`src/rtl/pipe_pkg.sv`:
```
// pipe_pkg: shared pipeline constants, write-back selects and memory FSM state encoding.
package pipe_pkg;
    localparam int DEF_DATA_W     = 32;
    localparam int DEF_REG_ADDR_W = 4;
    localparam logic [1:0] WB_ALU = 2'b00;
    localparam logic [1:0] WB_MEM = 2'b01;
    localparam logic [1:0] WB_NPC = 2'b10;
    typedef logic [0:0] mem_state_t;
    localparam mem_state_t ST_IDLE = 1'b0;
    localparam mem_state_t ST_WAIT = 1'b1;
endpackage

```
`src/rtl/mem_stage_if.sv`:
```
// mem_stage_if: data-memory req/ack bus between the MEM stage (master) and memory (slave).
interface mem_stage_if #(parameter int DATA_W = 32);
    logic              dmem_req;
    logic              dmem_we;
    logic [DATA_W-1:0] dmem_addr;
    logic [DATA_W-1:0] dmem_wdata;
    logic [DATA_W-1:0] dmem_rdata;
    logic              dmem_ack;
    modport master (output dmem_req, dmem_we, dmem_addr, dmem_wdata, input dmem_rdata, dmem_ack);
    modport slave  (input dmem_req, dmem_we, dmem_addr, dmem_wdata, output dmem_rdata, dmem_ack);
endinterface

```
`src/rtl/mem_access_fsm.sv`:
```
// mem_access_fsm: IDLE/WAIT handshake controller producing request, stall and completion.
// Optional wait-cycle timeout with mem_err pulse is built when MEM_TIMEOUT_EN is defined.
module mem_access_fsm import pipe_pkg::*; #(
    parameter int TIMEOUT_CYCLES = 16
) (
    input  logic clk,
    input  logic rst_n,
    input  logic i_mem_op,
    input  logic i_ack,
    output logic o_req,
    output logic o_stall,
    output logic o_done,
    output logic o_err
);
    mem_state_t r_state;
    logic       w_timeout;
`ifdef MEM_TIMEOUT_EN
    localparam int CW = $clog2(TIMEOUT_CYCLES + 1);
    logic [CW-1:0] r_cnt;
    logic          r_err;
    // An ack in the timeout cycle wins, so the abort only fires without one.
    assign w_timeout = (r_state == ST_WAIT) && !i_ack && (r_cnt == CW'(TIMEOUT_CYCLES - 1));
    always_ff @(posedge clk or negedge rst_n) begin
        if (!rst_n) begin
            r_cnt <= '0;
            r_err <= 1'b0;
        end else begin
            r_err <= w_timeout;
            r_cnt <= (r_state == ST_WAIT) ? r_cnt + 1'b1 : '0;
        end
    end
    assign o_err = r_err;
`else
    assign w_timeout = 1'b0;
    assign o_err     = 1'b0;
`endif
    // Reset gates req/stall combinationally so an in-flight access is dropped at once.
    assign o_req   = rst_n && i_mem_op && !w_timeout;
    assign o_stall = rst_n && i_mem_op && !i_ack && !w_timeout;
    assign o_done  = !i_mem_op || i_ack;
    always_ff @(posedge clk or negedge rst_n) begin
        if (!rst_n)
            r_state <= ST_IDLE;
        else if (r_state == ST_IDLE)
            r_state <= (i_mem_op && !i_ack) ? ST_WAIT : ST_IDLE;
        else
            r_state <= (i_ack || w_timeout) ? ST_IDLE : ST_WAIT;
    end
endmodule

```
`src/rtl/mem_stage.sv`:
```
// mem_stage: pipeline MEM stage - data-memory access, write-back select and MEM/WB register.
// Define MEM_TIMEOUT_EN to abort accesses that wait TIMEOUT_CYCLES without an ack.
module mem_stage import pipe_pkg::*; #(
    parameter int DATA_W         = DEF_DATA_W,
    parameter int REG_ADDR_W     = DEF_REG_ADDR_W,
    parameter int TIMEOUT_CYCLES = 16
) (
    input  logic                  clk,
    input  logic                  rst_n,
    input  logic                  RegWr_EX,
    input  logic                  MemWr_EX,
    input  logic                  MemRd_EX,
    input  logic [1:0]            WBdata_EX,
    input  logic [DATA_W-1:0]     ALUout,
    input  logic [DATA_W-1:0]     D,
    input  logic [DATA_W-1:0]     npc3,
    input  logic [REG_ADDR_W-1:0] rd3,
    mem_stage_if.master           dmem,
    output logic                  mem_stall,
    output logic                  RegWr_WB,
    output logic [REG_ADDR_W-1:0] rd4,
    output logic [DATA_W-1:0]     WBvalue,
    output logic                  mem_err
);
    logic              w_done;
    logic [DATA_W-1:0] w_wb_val;
    logic              r_regwr;
    logic [REG_ADDR_W-1:0] r_rd;
    logic [DATA_W-1:0] r_wb_val;

    mem_access_fsm #(.TIMEOUT_CYCLES(TIMEOUT_CYCLES)) u_fsm (
        .clk      (clk),
        .rst_n    (rst_n),
        .i_mem_op (MemRd_EX || MemWr_EX),
        .i_ack    (dmem.dmem_ack),
        .o_req    (dmem.dmem_req),
        .o_stall  (mem_stall),
        .o_done   (w_done),
        .o_err    (mem_err)
    );

    // Store wins when both load and store are set.
    assign dmem.dmem_we    = MemWr_EX;
    assign dmem.dmem_addr  = ALUout;
    assign dmem.dmem_wdata = D;
    assign w_wb_val = (WBdata_EX == WB_MEM) ? dmem.dmem_rdata :
                      (WBdata_EX == WB_NPC) ? npc3 : ALUout;

    always_ff @(posedge clk or negedge rst_n) begin
        if (!rst_n) begin
            r_regwr  <= 1'b0;
            r_rd     <= '0;
            r_wb_val <= '0;
        end else if (w_done) begin
            r_regwr  <= RegWr_EX;
            r_rd     <= rd3;
            r_wb_val <= w_wb_val;
        end else begin
            r_regwr  <= 1'b0;
        end
    end

    assign RegWr_WB = r_regwr;
    assign rd4      = r_rd;
    assign WBvalue  = r_wb_val;
endmodule

```
`src/flat_wrapper.sv`:
```
// flat-port wrapper written by rule: the top's interface ports become plain ports
module mem_stage_flat import pipe_pkg::*;
#(
    parameter int DATA_W         = DEF_DATA_W,
    parameter int REG_ADDR_W     = DEF_REG_ADDR_W,
    parameter int TIMEOUT_CYCLES = 16
)
  (clk, rst_n, RegWr_EX, MemWr_EX, MemRd_EX, WBdata_EX, ALUout, D, npc3, rd3, mem_stall, RegWr_WB, rd4, WBvalue, mem_err, dmem_dmem_req, dmem_dmem_we, dmem_dmem_addr, dmem_dmem_wdata, dmem_dmem_rdata, dmem_dmem_ack);
  mem_stage_if #(.DATA_W(DATA_W)) dmem_i ();
  input  logic clk;
  input  logic rst_n;
  input  logic RegWr_EX;
  input  logic MemWr_EX;
  input  logic MemRd_EX;
  input  logic [1:0] WBdata_EX;
  input  logic [DATA_W-1:0] ALUout;
  input  logic [DATA_W-1:0] D;
  input  logic [DATA_W-1:0] npc3;
  input  logic [REG_ADDR_W-1:0] rd3;
  output logic mem_stall;
  output logic RegWr_WB;
  output logic [REG_ADDR_W-1:0] rd4;
  output logic [DATA_W-1:0] WBvalue;
  output logic mem_err;
  output wire logic [$bits(dmem_i.dmem_req)-1:0] dmem_dmem_req;
  output wire logic [$bits(dmem_i.dmem_we)-1:0] dmem_dmem_we;
  output wire logic [$bits(dmem_i.dmem_addr)-1:0] dmem_dmem_addr;
  output wire logic [$bits(dmem_i.dmem_wdata)-1:0] dmem_dmem_wdata;
  input wire logic [$bits(dmem_i.dmem_rdata)-1:0] dmem_dmem_rdata;
  input wire logic [$bits(dmem_i.dmem_ack)-1:0] dmem_dmem_ack;
  assign dmem_dmem_req = dmem_i.dmem_req;
  assign dmem_dmem_we = dmem_i.dmem_we;
  assign dmem_dmem_addr = dmem_i.dmem_addr;
  assign dmem_dmem_wdata = dmem_i.dmem_wdata;
  assign dmem_i.dmem_rdata = dmem_dmem_rdata;
  assign dmem_i.dmem_ack = dmem_dmem_ack;
  mem_stage #(.DATA_W(DATA_W), .REG_ADDR_W(REG_ADDR_W), .TIMEOUT_CYCLES(TIMEOUT_CYCLES)) u_core (.clk(clk), .rst_n(rst_n), .RegWr_EX(RegWr_EX), .MemWr_EX(MemWr_EX), .MemRd_EX(MemRd_EX), .WBdata_EX(WBdata_EX), .ALUout(ALUout), .D(D), .npc3(npc3), .rd3(rd3), .dmem(dmem_i), .mem_stall(mem_stall), .RegWr_WB(RegWr_WB), .rd4(rd4), .WBvalue(WBvalue), .mem_err(mem_err));
endmodule
```
`config.mk`:
```
export PLATFORM = sky130hd
export DESIGN_NAME = mem_stage_flat
export DESIGN_NICKNAME = d
export VERILOG_FILES = /design/src/rtl/pipe_pkg.sv /design/src/rtl/mem_stage_if.sv /design/src/rtl/mem_access_fsm.sv /design/src/rtl/mem_stage.sv /design/src/flat_wrapper.sv
export SDC_FILE = /design/constraint.sdc
export NUM_CORES = 1
export LEC_CHECK = 0
export ABC_AREA = 1
export ABC_CLOCK_PERIOD_IN_PS = 1900
export BUFFER_PORTS_ARGS = -buffer_cell sky130_fd_sc_hd__buf_2
export CAP_MARGIN = 20
export CORE_MARGIN = 10
export CORE_UTILIZATION = 38
export DETAILED_ROUTE_END_ITERATION = 10
export MAX_ROUTING_LAYER = met4
export PLACE_DENSITY = 0.92
export SETUP_SLACK_MARGIN = 0.05
export SLEW_MARGIN = 20
export SYNTH_ARGS = -nofsm -noshare
export SYNTH_HDL_FRONTEND = slang
export SYNTH_SLANG_ARGS = --single-unit
export TNS_END_PERCENT = 1
```
`constraint.sdc`:
```
create_clock -name clk -period 1.9 [get_ports clk]
set_input_delay 0.38 -clock clk [delete_from_list [all_inputs] [get_ports clk]]
set_output_delay 0.38 -clock clk [all_outputs]
set_load 0.1 [all_outputs]
```
# Word-level counts from Yosys, hierarchy flattened
# Cells that the tools add are included.
word_totals:
  ff_bits: 37
  in_bits: 140
  output_inout_bits: 105
  word_cells: 14
op_classes:
  n_eq_ne: 2
  mux: 3
  reduce_logical: 6
ops:
  columns: ["operator", "n"]
  rows:
  - ["32-bit two-way mux", 2]
  - ["2-bit by 1-bit equality test with 1-bit output (second input constant)", 1]
  - ["2-bit equality test (second input constant)", 1]
  - ["1-bit logical AND", 2]
  - ["1-bit zero test", 2]
  - ["1-bit logical OR", 2]
  - ["1-bit two-way mux", 1]

# Depth between registers and ports, before layout
# Gate-level depths: netlist of the first run.
logic_depth:
  word_depth: 4
  mapped_depth: 8
  mapped_depth_nobuf: 6

# Cells and area by module
# A second synthesis of the first run with hierarchy kept.
hier_totals:
  hier_cells: 476
  area_unflattened_um2: 3031.7
by_module_without_submodules:
  columns: ["module", "instances", "cells_per_inst", "area_each_um2", "seq_area_each_um2"]
  rows:
  - ["mem_stage", 1, 469, 2999.1, 925.9]
  - ["mem_access_fsm", 1, 7, 32.5, 0.0]

# Least setup slack after synthesis of the first run
# OpenSTA, ideal clock, no wires.
synth_timing:
  path_kind: "input-to-output"
  start: "input MemWr_EX"
  end: "output mem_stall"
  arrival_time_ns: 2.110
  t_required_ns: 1.520
  path_slack_ns: -0.590
  path_stages: 5
  path_buffers: 1
  cell_sequence: "nor2_1 > nor2_2 > buf_2 > inv_2 > nor2_1"
synth_via:
  elab_chain_len: 3
synth_rtl:
  columns: ["item", "line", "source"]
  rows:
  - ["start: declaration", "flat_wrapper.sv:13", "input logic MemWr_EX;"]
  - ["1-bit logical OR", "mem_stage.sv:34", ".i_mem_op (MemRd_EX || MemWr_EX),"]
  - ["1-bit logical AND (2 in series)", "mem_access_fsm.sv:39", "assign o_stall = rst_n && i_mem_op && !i_ack && !w_timeout;"]
  - ["end: declaration", "flat_wrapper.sv:20", "output logic mem_stall;"]
# Every way passes these cells.

# Final worst setup path of the first run
# Same ends and word-level chain as after synthesis.

==> impl_metrics.json, run 1 <==
{
  "run_status": "completed",
  "critPathMaxFanout": 5,
  "detailedRoute.firstIterationViolations": 107,
  "synth.mux.area_fraction_pct": 0,
  "die_x_um": 104,
  "synth_compound_area_share_pct": 0,
  "final-seq-area_um2": 926,
  "post_cts_buffers": 0,
  "routedWlPerCell_um": 15.5,
  "synth_xor_area_share_pct": 0,
  "routed_via_density": 4.74,
  "netlist_top_cells_count": "140 x nand2_1, 71 x buf_4, 68 x nor2_1, 64 x nand3_1, 37 x dfrtp_1",
  "synth-simple-area-share_pct": 41.5,
  "final_net_count": 651,
  "number_of_synthesized_flops_with_an_enable_pin": 0,
  "cellPowerDensity_nw_per_um2": 959,
  "grt_start_max_net_pins": 70,
  "path_clk_slew_ps": 70,
  "adder_and_majority_cell_fraction_of_the_synthesized_area_pct": 0,
  "gp_routability_congestion": 0.784,
  "maxClockFrequency_mhz": 675,
  "n_antenna_cell": 0,
  "first_global_vias": 2925,
  "clk_path_buf_depth": 2,
  "report.final.setup_viol": 0,
  "core.rowCount": 30,
  "syn2layout_area_growth_pct": 20.9,
  "yosys_most_used_dff": "dfrtp_1",
  "tritoncts_clock_tree": "built",
  "post_dp_cell_area_um2": 3190,
  "yosys.cell_count.top_type": "nand2_1",
  "finClkSkew_ps": 0,
  "track_usage_pct": 16.8,
  "synth.cell_area_um2": 2710,
  "routed_wl_mm": 9.39,
  "finalHoldWorstSlack_ps": 221,
  "coreArea_um2": 6870,
  "route.antenna.remaining_nets": 0,
  "timing.reg2reg.setup_slack_ps": 1260,
  "layout_min_cycle_time_ps": 1480,
  "irDropWorstVdd_v": 0.000414,
  "drtPass1Iterations": 4,
  "detail_route.drc_violations": 0,
  "drive_above_1_share_pct": 39.1,
  "final_min_period_over_clock_period_pct": 78.0,
  "hold_viol_final": 0,
  "synth_area_leader_cell": "dfrtp_1",
  "largest_cells_by_area_after_synthesis": "dfrtp_1 34%, buf_4 20%, nand2_1 19%",
  "asyncSetResetFlopFracSynth_pct": 100,
  "final_report_max_slew_violation_count": 0,
  "die-height_um": 104,
  "post_synth_num_cell_types": 14,
  "grt_antenna_before_repair": 0,
  "design_area_um2": 3280,
  "grt_first_pass_wirelength_mm": 14.8,
  "avgSynthCellArea_um2": 6.66,
  "synth-warning-count": 0,
  "crit_path_class": "in -> out",
  "combinational_family_with_the_most_area_after_synthesis": "simple AND/OR/NAND/NOR gates",
  "worst_ep_arrival_time_ps": 1100,
  "slew-limit-headroom_pct": 56.2,
  "grt_setup_unrepaired": "false",
  "max_slew.worst_pin.slew_ps": 657,
  "maxCapViolations": 0,
  "holdBufCountCts": 0,
  "clkSinkCount": 37,
  "io-pin-count": 245,
  "min_path_type": "in -> async",
  "nFillCells": 705,
  "post_cts_resized": 0,
  "fraction_of_synthesized_cell_area_taken_by_the_top_area_cell_type_pct": 34.1,
  "cts_made_buffers": 5,
  "start_util_pct": 39.5,
  "synth.ff_latch_count": 37,
  "crit_start": "MemWr_EX",
  "power.static_leakage_nw": 1.96,
  "reg2reg_from": "u_core.rd4[2]",
  "clk_latency_ps": 280,
  "total_via_count_after_detailed_routing": 2880,
  "place_hpwl_mm": 7.49,
  "timing.critical_path.from_type": "input pin",
  "yosysSeqAreaShare_pct": 34.1,
  "timing.critical_path.to_type": "primary output",
  "cts-root-buf": "clkbuf_8",
  "cts_h_tree_depth": 2,
  "numPortBuffers": 179,
  "synth.net_count": 547,
  "syn_inst": 407,
  "global_route.overflow_total": 0,
  "required_ps": 1520,
  "dieArea_um2": 10900,
  "total_area_of_multi_input_combinational_cells_um2": 1140
}
-- final cells by class --
cell class,count,area share (%)
clock buffer,7,2.63
timing repair buffer,186,30.2
sequential,37,28.2
multi-input combinational,276,34.7
tap,96,3.66
inverter,5,0.572
-- report_power, final --
part / internal (W) / switching, W / total, W
combinational: 0.000288 / 0.00137 / 0.00166
sequential: 0.000886 / 0.0000494 / 0.000935
clock: 0.000288 / 0.000266 / 0.000554
total: 0.00146 / 0.00169 / 0.00315
-- flip-flops by register name, indices dropped and copies added, names as in the netlist --
signal and cells:
u_core.rd4 4, u_core.RegWr_WB 1, u_core.WBvalue 32
-- path summary, 6_finish.rpt --
| path | endpoint | depth (start not counted) |
|---|---|---|
| max in group asynchronous | u_core.WBvalue[0] | 2 |
| worst min register to register | u_core.WBvalue[1] | 2 |
| worst min-delay path | u_core.WBvalue[28] | 2 |
| worst max-delay path | mem_stall | 6 |
| worst max register to register | u_core.rd4[2] | 2 |
| min in group clk | u_core.rd4[3] | 3 |
-- metal layers --
metal  up-vias  share of wire [%]  global-route usage (%)
met1      1301                 38                    17.8
li1       1398                  -                       -
met2       158                 51                    29.0
met3        23                9.3                    5.27
met5         -                  0                       -
met4         0                2.0                    5.57
-- cell families after synthesis --
family / count (synthesis)
buf+inv: 94
simple gates: 275
other cells: 1
flops: 37
-- worst max-delay path, stage by stage --
cell and delay (ps):
buf_2 100, nor2_1 240, nor2_4 50, inv_2 100, nor2_2 60, buf_12 160
-- placed cells by master, fill, tap and decap left out, drive strengths merged --
cell    synthesis  final
nand2         142    142
buf            87    186
nand3          64     64
conb            1      1
nor2           69     69
dfrtp          37     37
inv             5      5
clkbuf          2      7
-- metrics by stage --
step                      instances  total power (W)  TNS, ps  utilization (%)  setup WS (ps)
after detailed placement        600          0.00262        0             46.5            306
after global routing            607          0.00331        0             47.8            321
final                           607          0.00315        0             47.8            418
after CTS                       607          0.00319        0             47.8            408
after global placement          600          0.00260        0             46.5            369
after floorplan                 407          0.00262     -133                -           -133
Note: power is estimated with default switching activity, not from simulation.
==> run 2, diff against run 1 <==
--- a/config.mk
+++ b/config.mk
@@ -6,14 +6,14 @@
 export NUM_CORES = 1
 export LEC_CHECK = 0
 export ABC_AREA = 1
-export ABC_CLOCK_PERIOD_IN_PS = 1900
+export ABC_CLOCK_PERIOD_IN_PS = 1300
 export BUFFER_PORTS_ARGS = -buffer_cell sky130_fd_sc_hd__buf_2
 export CAP_MARGIN = 20
 export CORE_MARGIN = 10
-export CORE_UTILIZATION = 38
+export CORE_UTILIZATION = 34
 export DETAILED_ROUTE_END_ITERATION = 10
 export MAX_ROUTING_LAYER = met4
-export PLACE_DENSITY = 0.92
+export PLACE_DENSITY = 0.87
 export SETUP_SLACK_MARGIN = 0.05
 export SLEW_MARGIN = 20
 export SYNTH_ARGS = -nofsm -noshare
==> constraint.sdc (replaced) <==
create_clock -name clk -period 1.3 [get_ports clk]
set_input_delay 0.26 -clock clk [delete_from_list [all_inputs] [get_ports clk]]
set_output_delay 0.26 -clock clk [all_outputs]
set_load 0.1 [all_outputs]
==> impl_metrics.json, run 2 (synthesis gave the netlist of run 1 again) <==
{
  "post-place-cells": 608,
  "syn2layout_area_growth_pct": 63.0,
  "maxClockFrequency_mhz": 825,
  "timing.critical_path.from_type": "input pin",
  "critPathMaxFanout": 5,
  "io-pin-count": 245,
  "total_negative_slack_ps": 0,
  "final_min_period_over_clock_period_pct": 93.2,
  "global_route.overflow_total": 0,
  "worst_ep_arrival_time_ps": 950,
  "design_area_um2": 4420,
  "total_via_count_after_detailed_routing": 2955,
  "n_antenna_cell": 0,
  "largest_reg_flops": 32,
  "final_net_count": 654,
  "min_path_type": "in -> async",
  "coreArea_um2": 7730,
  "crit_path_class": "in -> out",
  "dieArea_um2": 12000,
  "path_clk_slew_ps": 70,
  "post_cts_resized": 0,
  "track_usage_pct": 16.7,
  "run_status": "completed",
  "clkSinkCount": 37,
  "grt_antenna_before_repair": 0,
  "most-common-layout-cells": "140 x nand2_1, 107 x buf_2, 77 x buf_12",
  "drive_above_1_share_pct": 39.7,
  "hold_viol_final": 0,
  "core.rowCount": 32,
  "drtPass1Iterations": 5,
  "irDropWorstVdd_v": 0.000491,
  "power.static_leakage_nw": 2.36,
  "final_cells": 616,
  "slowest_stage": "buf_12",
  "final-seq-area_um2": 926,
  "clk_latency_ps": 280,
  "detail_route.drc_violations": 0,
  "first_global_vias": 3151,
  "post_dp_cell_area_um2": 4330,
  "required_ps": 1040,
  "routedWlPerCell_um": 16.8,
  "numPortBuffers": 179,
  "clk_path_buf_depth": 2,
  "finClkSkew_ps": 0,
  "final_core_util_pct": 57.2,
  "total_area_of_multi_input_combinational_cells_um2": 1150,
  "cellPowerDensity_nw_per_um2": 1220,
  "cts-root-buf": "clkbuf_8",
  "start_util_pct": 35.1,
  "report.final.setup_viol": 0,
  "routed_via_density": 4.80,
  "timing.critical_path.to_type": "primary output",
  "maxCapViolations": 0,
  "grt_first_pass_wirelength_mm": 15.5,
  "nFillCells": 679,
  "final_report_max_slew_violation_count": 0,
  "cts_made_buffers": 5,
  "layout_min_cycle_time_ps": 1210,
  "tritoncts_clock_tree": "built",
  "cts_h_tree_depth": 2,
  "gp_routability_congestion": 0.810,
  "path_common_cell": "nor2_4",
  "detailedRoute.firstIterationViolations": 106,
  "die_x_um": 109,
  "route.antenna.remaining_nets": 0,
  "mostFrequentLayoutCell": "nand2_1",
  "timing.reg2reg.worst_path_depth": 2,
  "cpPeakStageDelay_ps": 180,
  "die-height_um": 109,
  "grt_start_max_net_pins": 70,
  "routed_wl_mm": 10.3,
  "grt_setup_unrepaired": "false",
  "worstPathCellList": "buf_2 > nor2_2 > nor2_4 > inv_4 > nor2_4 > buf_12",
  "place_hpwl_mm": 8.46
}
run 2: final cells by class:
class	count	share of cell area, %
clock buffers	7	1.95
inverters	5	0.481
multi-input cells	276	25.9
flip-flops and latches	37	20.9
well taps	102	2.89
repair buffers	189	47.8
run 2: worst max-delay path: cells and delay by family:
kind / cells / cell delay [ps]
buffers and inverters: 3 / 360
AND/OR/NAND/NOR: 3 / 330
run 2: metal layers:
layer	GRT usage, %	vias to the layer above	part of all wire [%]
met1	15.7	1346	33
met4	5.86	0	2.1
li1	-	1409	-
met2	30.5	169	53
met3	6.44	31	12
met5	-	-	0
run 2: repair_timing:
action,CTS,global route
hold buffers,0,0
pin swaps,1,1
setup buffers,0,1
endpoints found under the setup margin,1,1
cloned,0,0
run 2: worst paths after layout:
kind / startpoint / endpoint / slack, ps
worst min register to register: u_core.WBvalue[24] / u_core.WBvalue[24] / 540
max in group asynchronous: rst_n / u_core.WBvalue[0] / 860
worst max-delay path: MemWr_EX / mem_stall / 90
worst max register to register: u_core.WBvalue[11] / u_core.WBvalue[11] / 630
worst min-delay path: rst_n / u_core.WBvalue[19] / 110
min in group clk: rd3[3] / u_core.rd4[3] / 170
run 2: per-stage QoR:
stage	hold slack (ps)	power (W)	worst slack [ps]
6_report	109	0.00541	88.3
5_1_grt	142	0.00563	60.1
4_1_cts	130	0.00547	64.1
3_5_place_dp	441	0.00464	32.7
3_3_place_gp	429	0.00458	75.9
2_1_floorplan	-35.6	0.00384	-89.0
run 2: power breakdown:
part | internal (W) | switching [W]
registers | 0.00130 | 0.000162
logic | 0.00107 | 0.00206
clock network | 0.000421 | 0.000391
